**config.mk**
```make
export PLATFORM = sky130hd
export DESIGN_NAME = regfile_wb_ctrl_flat
export DESIGN_NICKNAME = d
export VERILOG_FILES = /design/src/rtl/regfile_wb_if.sv /design/src/rtl/regfile_wb_ctrl.sv /design/src/flat_wrapper.sv
export SDC_FILE = /design/constraint.sdc
export NUM_CORES = 1
export LEC_CHECK = 0
export ABC_AREA = 1
export CAP_MARGIN = 20
export CELL_PAD_IN_SITES_DETAIL_PLACEMENT = 2
export CELL_PAD_IN_SITES_GLOBAL_PLACEMENT = 2
export CORE_UTILIZATION = 30
export DETAILED_ROUTE_END_ITERATION = 12
export GPL_TIMING_DRIVEN = 0
export PLACE_DENSITY_LB_ADDON = 0.1
export SLEW_MARGIN = 20
export SYNTH_ARGS = -nofsm -noshare
export SYNTH_HDL_FRONTEND = slang
export SYNTH_SLANG_ARGS = --single-unit
```
**constraint.sdc**
```tcl
create_clock -name clk -period 1.9 [get_ports clk]
set_input_delay 0.38 -clock clk [delete_from_list [all_inputs] [get_ports clk]]
set_output_delay 0.38 -clock clk [all_outputs]
set_load 0.1 [all_outputs]
```
**src/rtl/regfile_wb_if.sv**
```systemverilog
// Writeback port bundle: ALU and load/mul result sources, hazard queries,
// and the single regfile write port.
interface regfile_wb_if #(
    parameter int unsigned DEPTH = 4,
    parameter int unsigned AW    = 5,
    parameter int unsigned DW    = 32
);
    localparam int unsigned CW = $clog2(DEPTH) + 1;

    logic          alu_valid;
    logic [AW-1:0] alu_rd_addr;
    logic [DW-1:0] alu_data;

    logic          lsu_valid;
    logic          lsu_ready;
    logic [AW-1:0] lsu_rd_addr;
    logic [DW-1:0] lsu_data;

    logic [AW-1:0] q_addr1;
    logic [AW-1:0] q_addr2;
    logic          pend1;
    logic          pend2;

    logic [CW-1:0] fifo_count;

    logic          reg_write;
    logic [AW-1:0] rd_addr;
    logic [DW-1:0] rd;

    modport master (
        output alu_valid, alu_rd_addr, alu_data,
        output lsu_valid, lsu_rd_addr, lsu_data,
        output q_addr1, q_addr2,
        input  lsu_ready, pend1, pend2, fifo_count,
        input  reg_write, rd_addr, rd
    );

    modport slave (
        input  alu_valid, alu_rd_addr, alu_data,
        input  lsu_valid, lsu_rd_addr, lsu_data,
        input  q_addr1, q_addr2,
        output lsu_ready, pend1, pend2, fifo_count,
        output reg_write, rd_addr, rd
    );
endinterface

```
**src/rtl/regfile_wb_ctrl.sv**
```systemverilog
// Writeback arbiter: ALU results win the regfile port; load/mul results wait
// in a small FIFO and drain in ALU-idle cycles. Reports outstanding writes.
module regfile_wb_ctrl #(
    parameter int unsigned DEPTH = 4,
    parameter int unsigned AW    = 5,
    parameter int unsigned DW    = 32
) (
    input  logic         clk,
    input  logic         rst,
    regfile_wb_if.slave  bus
);
    localparam int unsigned PW = $clog2(DEPTH);
    localparam int unsigned CW = PW + 1;

    typedef struct packed {
        logic [AW-1:0] addr;
        logic [DW-1:0] data;
    } entry_t;

    entry_t           mem [DEPTH];
    logic [DEPTH-1:0] slot_vld;
    logic [PW-1:0]    wr_ptr;
    logic [PW-1:0]    rd_ptr;
    logic [CW-1:0]    count;

    logic          wr_en;
    logic [AW-1:0] wr_addr;
    logic [DW-1:0] wr_data;

    logic alu_wr_c;
    logic full_c;
    logic empty_c;
    logic push_c;
    logic pop_c;
    logic hit1_c;
    logic hit2_c;

    // Address 0 beats are consumed but never written or queued.
    always_comb begin
        full_c   = (count == CW'(DEPTH));
        empty_c  = (count == CW'(0));
        alu_wr_c = bus.alu_valid && (bus.alu_rd_addr != AW'(0));
        push_c   = bus.lsu_valid && !full_c && (bus.lsu_rd_addr != AW'(0));
        pop_c    = !alu_wr_c && !empty_c;
    end

    assign bus.lsu_ready  = !full_c;
    assign bus.fifo_count = count;

    // Payload storage; validity is tracked separately so no reset is needed here.
    always_ff @(posedge clk) begin
        if (push_c) begin
            mem[wr_ptr] <= '{addr: bus.lsu_rd_addr, data: bus.lsu_data};
        end
    end

    // Pointers, occupancy and per-slot valid bits.
    always_ff @(posedge clk) begin
        if (rst) begin
            wr_ptr   <= '0;
            rd_ptr   <= '0;
            count    <= '0;
            slot_vld <= '0;
        end else begin
            if (pop_c) begin
                rd_ptr           <= rd_ptr + PW'(1);
                slot_vld[rd_ptr] <= 1'b0;
            end
            if (push_c) begin
                wr_ptr           <= wr_ptr + PW'(1);
                slot_vld[wr_ptr] <= 1'b1;
            end
            case ({push_c, pop_c})
                2'b10:   count <= count + CW'(1);
                2'b01:   count <= count - CW'(1);
                default: count <= count;
            endcase
        end
    end

    // Registered write port; address/data hold when idle.
    always_ff @(posedge clk) begin
        if (rst) begin
            wr_en   <= 1'b0;
            wr_addr <= '0;
            wr_data <= '0;
        end else if (alu_wr_c) begin
            wr_en   <= 1'b1;
            wr_addr <= bus.alu_rd_addr;
            wr_data <= bus.alu_data;
        end else if (pop_c) begin
            wr_en   <= 1'b1;
            wr_addr <= mem[rd_ptr].addr;
            wr_data <= mem[rd_ptr].data;
        end else begin
            wr_en   <= 1'b0;
        end
    end

    assign bus.reg_write = wr_en;
    assign bus.rd_addr   = wr_addr;
    assign bus.rd        = wr_data;

    // The output register counts as outstanding: the regfile commits one edge later.
    always_comb begin
        hit1_c = 1'b0;
        hit2_c = 1'b0;
        for (int unsigned i = 0; i < DEPTH; i++) begin
            if (slot_vld[i] && (mem[i].addr == bus.q_addr1)) hit1_c = 1'b1;
            if (slot_vld[i] && (mem[i].addr == bus.q_addr2)) hit2_c = 1'b1;
        end
        if (wr_en && (wr_addr == bus.q_addr1)) hit1_c = 1'b1;
        if (wr_en && (wr_addr == bus.q_addr2)) hit2_c = 1'b1;
    end

    assign bus.pend1 = (bus.q_addr1 != AW'(0)) && hit1_c;
    assign bus.pend2 = (bus.q_addr2 != AW'(0)) && hit2_c;

endmodule

```
**src/flat_wrapper.sv**
```systemverilog
// flat-port wrapper written by rule: the top's interface ports become plain ports
module regfile_wb_ctrl_flat 
#(
    parameter int unsigned DEPTH = 4,
    parameter int unsigned AW    = 5,
    parameter int unsigned DW    = 32
)
  (clk, rst, bus_alu_valid, bus_alu_rd_addr, bus_alu_data, bus_lsu_valid, bus_lsu_rd_addr, bus_lsu_data, bus_q_addr1, bus_q_addr2, bus_lsu_ready, bus_pend1, bus_pend2, bus_fifo_count, bus_reg_write, bus_rd_addr, bus_rd);
  regfile_wb_if #(.DEPTH(DEPTH), .AW(AW), .DW(DW)) bus_i ();
  input  logic clk;
  input  logic rst;
  input wire logic [$bits(bus_i.alu_valid)-1:0] bus_alu_valid;
  input wire logic [$bits(bus_i.alu_rd_addr)-1:0] bus_alu_rd_addr;
  input wire logic [$bits(bus_i.alu_data)-1:0] bus_alu_data;
  input wire logic [$bits(bus_i.lsu_valid)-1:0] bus_lsu_valid;
  input wire logic [$bits(bus_i.lsu_rd_addr)-1:0] bus_lsu_rd_addr;
  input wire logic [$bits(bus_i.lsu_data)-1:0] bus_lsu_data;
  input wire logic [$bits(bus_i.q_addr1)-1:0] bus_q_addr1;
  input wire logic [$bits(bus_i.q_addr2)-1:0] bus_q_addr2;
  output wire logic [$bits(bus_i.lsu_ready)-1:0] bus_lsu_ready;
  output wire logic [$bits(bus_i.pend1)-1:0] bus_pend1;
  output wire logic [$bits(bus_i.pend2)-1:0] bus_pend2;
  output wire logic [$bits(bus_i.fifo_count)-1:0] bus_fifo_count;
  output wire logic [$bits(bus_i.reg_write)-1:0] bus_reg_write;
  output wire logic [$bits(bus_i.rd_addr)-1:0] bus_rd_addr;
  output wire logic [$bits(bus_i.rd)-1:0] bus_rd;
  assign bus_i.alu_valid = bus_alu_valid;
  assign bus_i.alu_rd_addr = bus_alu_rd_addr;
  assign bus_i.alu_data = bus_alu_data;
  assign bus_i.lsu_valid = bus_lsu_valid;
  assign bus_i.lsu_rd_addr = bus_lsu_rd_addr;
  assign bus_i.lsu_data = bus_lsu_data;
  assign bus_i.q_addr1 = bus_q_addr1;
  assign bus_i.q_addr2 = bus_q_addr2;
  assign bus_lsu_ready = bus_i.lsu_ready;
  assign bus_pend1 = bus_i.pend1;
  assign bus_pend2 = bus_i.pend2;
  assign bus_fifo_count = bus_i.fifo_count;
  assign bus_reg_write = bus_i.reg_write;
  assign bus_rd_addr = bus_i.rd_addr;
  assign bus_rd = bus_i.rd;
  regfile_wb_ctrl #(.DEPTH(DEPTH), .AW(AW), .DW(DW)) u_core (.clk(clk), .rst(rst), .bus(bus_i));
endmodule
```
==> results.ini, run 1 <==
[place]
hpwl_mm = 22.2
place_congestion = 0.802
place.port_buffers = 129

[grt]
number_of_antenna_violations_at_the_first_check_in_global_routing = 1
gr-total-overflow = 0
first_pass_grt_wire_length_mm = 47.5
grt_start_max_net_pins = 27
grt_pass1_vias = 7794
grt_usage_pct = 21.3

[layout]
drive_above_1_share_pct = 17.4
utilization_pct = 40.6
area_growth_pct = 32.5
finalNetCount = 1215
fillers = 3123

[floorplanning]
start_util_pct = 30.7
floorplan.core_area_um2 = 28900
design.die.area_um2 = 30300
design.portCount = 132
die_height_um = 174
core.rowCount = 62
dieWidth_um = 174

[sta]
report.final.slew_viol_count = 0
hold_violations = 0
timing_worst_slew_pin_value_ns = 0.664
finalSetupViolCount = 3
rsz0062_at_grt = yes
setup_total_negative_slack_ns = -0.570
period_share_pct = 113
achievable_frequency_mhz = 465
fin_crit_ns = 2.15
final_setup_slack_of_the_worst_path_ns = -0.251
worst_slew_margin_rel_pct = 55.7
fin_worst_skew_ns = 0.0213

[worst_setup_path]
critical_path.reg2reg.startpoint = u_core.bus.fifo_count[2]
worst-endpoint-required_ns = 1.52
cp_capture_type = output port
worst-r2r-setup-slack_ns = -0.09
cp.arrival_ns = 1.77
crit_fanout = 4
crit_path_start_kind = flip-flop
end_of_the_worst_register_to_register_path = u_core.bus.fifo_count[1]
timing.reg2reg.worst_path_depth = 11
worst-setup-path-type = reg2out

[hold_path]
hold-path-endpoint = u_core.mem[0][32]
worst_hold_path_type = in2reg
hold_depth = 1
worst_hold_startpoint = bus_lsu_rd_addr[0]

[synth]
count_of_mapped_cells_out_of_synthesis = 944
asyncSetResetFlopFracSynth_pct = 0
synth_flop_cell = edfxtp_1
synthDistinctLibCells = 27
synth_edf_count = 148
syn-num-nets = 1042
synth-warning-count = 0
syn_avg_cell_area_um2 = 9.40
synth_seq_area_share_pct = 61.6
mappedNetlistArea_um2 = 8880
synth_seq_cells = 199

[pwr]
p_leak_nw = 4.65
max-vdd-ir-drop_uv = 690
pwr_density_nw_per_um2 = 1330
fin_total_pwr_mw = 15.7

[route]
drt-initial-drc-count = 351
drt_wl_total_mm = 31.3
dr_total_vias = 7194
vias_per_cell = 4.75
detail_route.wl_per_cell_um = 20.7
detailedRoute.firstPassIterationCount = 4
drc_errors = 0
detail-route-antenna-nets = 0

[clock_network]
h-tree-depth = 4
master_cell_of_the_clock_root_buffer = clkbuf_16
cts_sinks = 199
ctsHoldBuffers = 0
cts_tree = yes
tritoncts.num_buffers = 17
path_clk_slew_ns = 0.08
worstSkewPairLatency_ns = 0.44
cts_buffer_depth = 2

[outcome]
violations_in_the_final_reports = setup timing
outcome = complete, but fails checks

[run]
drv_cap = 0

==> metal layers <==
metal | GRT usage (%) | wire length (µm) | part of all wire (%)
met3 | 2.62 | 727 | 2.3
met1 | 26.7 | 14000 | 45
met5 | 0 | 0 | 0
met2 | 38.4 | 16100 | 52
met4 | 5.48 | 461 | 1.5
==> per-stage QoR <==
stage,area (µm²),hold slack [ns],cells,setup WS [ns]
global route,11800,0.418,1515,-0.336
global placement,10800,0.465,1457,-1.53
detailed placement,10800,0.465,1460,-1.56
finish,11800,0.420,1515,-0.251
CTS,11700,0.407,1507,-0.272
floorplan,9000,0.439,944,-0.388
==> synth_stat cells (4+ instances only) <==
library cell  count  area share (%)
nand2_1         190             8.0
nor2_1          158             6.7
edfxtp_1        148              50
o21ai_0         104             5.9
nand3_1          76             4.3
inv_1            72             3.0
dfxtp_1          51              12
a21oi_1          27             1.5
o21ai_1          21             1.2
buf_2            16            0.90
clkbuf_1         15            0.63
o211ai_1         14             1.2
ha_1              9             1.3
buf_6             8             1.0
or2_1             7            0.49
buf_4             5            0.42
or2_2             5            0.35
inv_2             4            0.17
xor2_1            4            0.39
==> worst max path at each step <==
stage	cells after the start	to	slack, ns	from
6_report	8	bus_pend2	-0.25	u_core.mem[3][36]
5_1_grt	8	bus_pend2	-0.34	u_core.mem[1][32]
4_1_cts	8	bus_pend1	-0.27	u_core.mem[3][33]
3_5_place_dp	10	bus_pend1	-1.56	bus_q_addr1[2]
3_3_place_gp	10	bus_pend1	-1.53	bus_q_addr1[2]
2_1_floorplan	6	u_core.mem[0][0]	-0.39	u_core.bus.fifo_count[2]
==> final cells by class <==
type / count / area [µm²] / area share (%)
sequential: 199 / 5500 / 46.8
clock buffer: 18 / 429 / 3.65
timing repair buffer: 154 / 1590 / 13.6
timing repair inverter: 1 / 7.51 / 0.0638
antenna: 1 / 2.50 / 0.0213
inverter: 77 / 322 / 2.73
clock inverter: 14 / 155 / 1.32
tap: 384 / 480 / 4.09
multi-input combinational: 624 / 3000 / 25.5
buffer: 43 / 275 / 2.34
==> where the power goes <==
group | internal, mW | switching (mW)
Clock | 1.78 | 1.84
Sequential | 5.30 | 0.332
Combinational | 1.75 | 4.67
==> cell usage in the layout (no fill, tap or decap), drive strengths merged <==
| cell type | count |
|---|---|
| nand3 | 76 |
| ha | 9 |
| inv | 81 |
| clkinvlp | 5 |
| o21ai | 125 |
| xor2 | 4 |
| edfxtp | 148 |
| nor2 | 159 |
| fa | 1 |
| clkdlybuf4s50 | 66 |
| nor3 | 4 |
| dlygate4sd2 | 13 |
| nand2 | 192 |
| clkbuf | 32 |
| diode | 1 |
| and2 | 1 |
| dfxtp | 51 |
| o211ai | 14 |
| buf | 57 |
| clkdlybuf4s15 | 47 |
| a21oi | 27 |
| or2 | 12 |
| clkinv | 6 |
==> state kept, by name, summed over array words and instances (netlist names), named ones only <==
| signal | flops |
|---|---|
| u_core.bus.fifo_count | 3 |
| u_core.bus.rd | 32 |
| u_core.bus.rd_addr | 5 |
| u_core.bus.reg_write | 1 |
| u_core.mem | 148 |
| u_core.rd_ptr | 2 |
| u_core.slot_vld | 4 |
| u_core.wr_ptr | 2 |
==> critical path, stage by stage, from the launching register on <==
cell,delay [ns]
edfxtp_1,0.46
inv_1,0.11
nand2_1,0.05
a21oi_1,0.17
nand3_1,0.10
nand3_1,0.12
nor2_4,0.06
nor2_4,0.09
buf_12,0.18
==> logic make-up (layout without fill, tap and decap cells) <==
group	Yosys count	after routing	share of synthesized area, %
xor gates and xnor gates	4	4	0.395
adders and majority gates	10	10	1.49
buffers and inverters	121	307	6.26
and+or+nand+nor	444	444	20.5
other	0	1	0
DFF	199	199	61.6
AOI/OAI and AO/OA	166	166	9.75
==> timing repair <==
action	in CTS	in global routing
pin swaps	11	13
buffers inserted	15	7
setup endpoints to repair	196	13
gates resized for setup	197	26
gates cloned	1	0
Note: power is estimated with default switching activity, not from simulation.
==> run 2: changes to the inputs <==
CAP_MARGIN = 40   (was 20)
==> results.ini, run 2 (same netlist as run 1, synthesis figures left out) <==
[outcome]
outcome = complete, but fails checks
violations_in_the_final_reports = setup timing

[layout]
finalNetCount = 1239  ; +2.0%
antenna-diode-count = 0  ; -1
layout.cells.most_common = nand2_1
commonest_non_fill_non_tap_cells_in_the_layout = 184 x nand2_1, 148 x nor2_1, 148 x edfxtp_1, 99 x o21ai_0, 75 x nand3_1
largest_register_ffs = 148  ; unchanged
area_growth_pct = 39.6
instances_no_fill = 1538  ; +1.5%
register_containing_the_most_flip_flops_in_the_final_layout = u_core.mem
drive_above_1_share_pct = 18.0  ; +0.59 points

[clock_network]
ctsHoldBuffers = 0  ; unchanged
cts_sinks = 199  ; unchanged
worstSkewPairLatency_ns = 0.44  ; about the same
cts_buffer_depth = 2  ; unchanged
path_clk_slew_ns = 0.08  ; about the same
master_cell_of_the_clock_root_buffer = clkbuf_16
tritoncts.num_buffers = 17  ; unchanged
cts_tree = yes
h-tree-depth = 4  ; unchanged

[grt]
grt_pass1_vias = 8304  ; +6.5%
gr-total-overflow = 0  ; unchanged
grt_usage_pct = 22.4  ; +1.1 points
number_of_antenna_violations_at_the_first_check_in_global_routing = 0  ; -1
groute.layer.met3.usage_pct = 3.02  ; +0.39 points
first_pass_grt_wire_length_mm = 50.1  ; +5.4%
groute.layer.met2.usage_pct = 41.8  ; +3.4 points
grt_busiest_layer = met2
grt_start_max_net_pins = 27  ; unchanged
globalRouteMet1Util_pct = 26.7  ; about the same

[floorplanning]
floorplan.core_area_um2 = 28900  ; unchanged
core.rowCount = 62  ; unchanged
design.portCount = 132  ; unchanged
start_util_pct = 30.7  ; unchanged
design.die.area_um2 = 30300  ; unchanged
dieWidth_um = 174  ; unchanged
die_height_um = 174  ; unchanged

[route]
drt-initial-drc-count = 361  ; +2.8%
vias_per_cell = 4.82  ; +1.6%
dr_total_vias = 7418  ; +3.1%
detail-route-antenna-nets = 0  ; unchanged
drc_errors = 0  ; unchanged
drt_wl_total_mm = 33.1  ; +5.7%
detailedRoute.firstPassIterationCount = 5  ; +1
detail_route.wl_per_cell_um = 21.5  ; +4.1%

[worst_setup_path]
cell_with_the_largest_stage_delay_on_the_worst_path = edfxtp_1
crit_path_start_kind = flip-flop
path_buf_inv = 2  ; unchanged
crit_fanout = 3  ; -1
cp_capture_type = output port
critical-path-top-delay-family = simple AND/OR/NAND/NOR gates
worst-setup-path-type = reg2out
critical_path.cell_chain = buf_4 -> nand2_1 -> o21ai_0 -> nor2_1 -> nand3_1 -> nand2_1 -> nor2_2 -> nor2_4 -> buf_12
worst_path_most_repeated_cell = nand2_1
worst-endpoint-required_ns = 1.52  ; about the same
cp.arrival_ns = 1.83  ; +0.06 ns
worst_stage_delay_on_the_critical_path_ns = 0.46  ; about the same

[pwr]
p_leak_nw = 5.05  ; +8.6%
max-vdd-ir-drop_uv = 612  ; -11%
fin_total_pwr_mw = 16.8  ; +7.2%
pwr_density_nw_per_um2 = 1360  ; +1.7%

[sta]
fin_crit_ns = 2.21  ; +0.0625 ns
fin_worst_skew_ns = 0.0175  ; -0.00379 ns
timing_worst_slew_pin_value_ns = 0.679  ; +0.0152 ns
achievable_frequency_mhz = 452  ; -2.8%
hold_violations = 0  ; unchanged
report.final.slew_viol_count = 0  ; unchanged
period_share_pct = 117  ; +3.3 points
setup_total_negative_slack_ns = -0.620  ; -0.0499 ns
worst_slew_margin_rel_pct = 54.7  ; -1.0 points
final_setup_slack_of_the_worst_path_ns = -0.314  ; -0.0625 ns
finalSetupViolCount = 2  ; -1
rsz0062_at_grt = yes

[place]
hpwl_mm = 23.6  ; +6.3%
place.detailed.instances = 1505  ; +3.1%
place_congestion = 0.802  ; unchanged
post-place-ws_ns = -1.16  ; +0.399 ns
place.port_buffers = 129  ; unchanged

[run]
drv_cap = 0  ; unchanged

[hold_path]
worst_hold_path_type = in2reg

==> run 2: cell types whose count changed in the layout (fill, tap and decap cells not counted), moves of 6 or more <==
cell,change
clkdlybuf4s15_2,-42
buf_12,+34
dlygate4sd2_1,+15
buf_4,+10
buf_16,+7
clkbuf_1,-6
clkbuf_2,+6
==> run 2: where the power goes <==
| part | switching [mW] | internal [mW] | total [mW] |
|---|---|---|---|
| clock | 1.78 | 1.87 | 3.65 |
| sequential | 0.452 | 5.30 | 5.75 |
| combinational | 4.84 | 2.56 | 7.39 |
| total | 7.06 | 9.73 | 16.8 |
==> run 2: stage by stage <==
step,hold slack (ns),cell area (µm²),utilization [%]
3_5_place_dp,0.465,11600,40.1
6_report,0.238,12400,42.8
4_1_cts,0.414,12400,42.7
5_1_grt,0.244,12400,42.8
2_1_floorplan,0.439,9000,-
3_3_place_gp,0.465,10800,37.2
==> run 2: layout make-up <==
cell class	count	area (µm²)
Timing Repair Buffer	181	2240
Tap cell	384	480
Buffer	41	263
Fill cell	3068	16500
Clock inverter	14	161
Clock buffer	18	429
Multi-Input combinational cell	624	2990
Inverter	77	329
Sequential cell	199	5500
==> run 2: repair_timing <==
item                       CTS  global route
pin swaps                   15            10
buffers inserted            26             5
setup endpoints to repair  190            35
gates resized for setup     95            39
==> run 2: worst register-to-register path, cell delays in order, from the launching register on <==
cell	delay [ns]
dfxtp_4	0.37
buf_6	0.12
nor3_4	0.18
inv_2	0.07
nand2_4	0.11
inv_8	0.05
ha_4	0.16
inv_4	0.05
fa_2	0.43
nor2_2	0.13
a21oi_2	0.04
nor2_1	0.08
==> run 2: worst paths after layout <==
check,from,endpoint,slack (ns),cells past startpoint
hold / removal,bus_lsu_rd_addr[3],u_core.mem[1][35],0.24,1
hold reg to reg,u_core.slot_vld[2],u_core.slot_vld[2],0.50,2
setup reg to reg,u_core.bus.fifo_count[0],u_core.bus.fifo_count[1],0.04,11
setup / recovery,u_core.mem[1][32],bus_pend1,-0.31,9
==> run 2: metal layers <==
metal,up-vias,wire (µm)
met5,-,0
met4,0,549
met3,27,913
met2,145,17500
met1,3695,14100
li1,3551,-
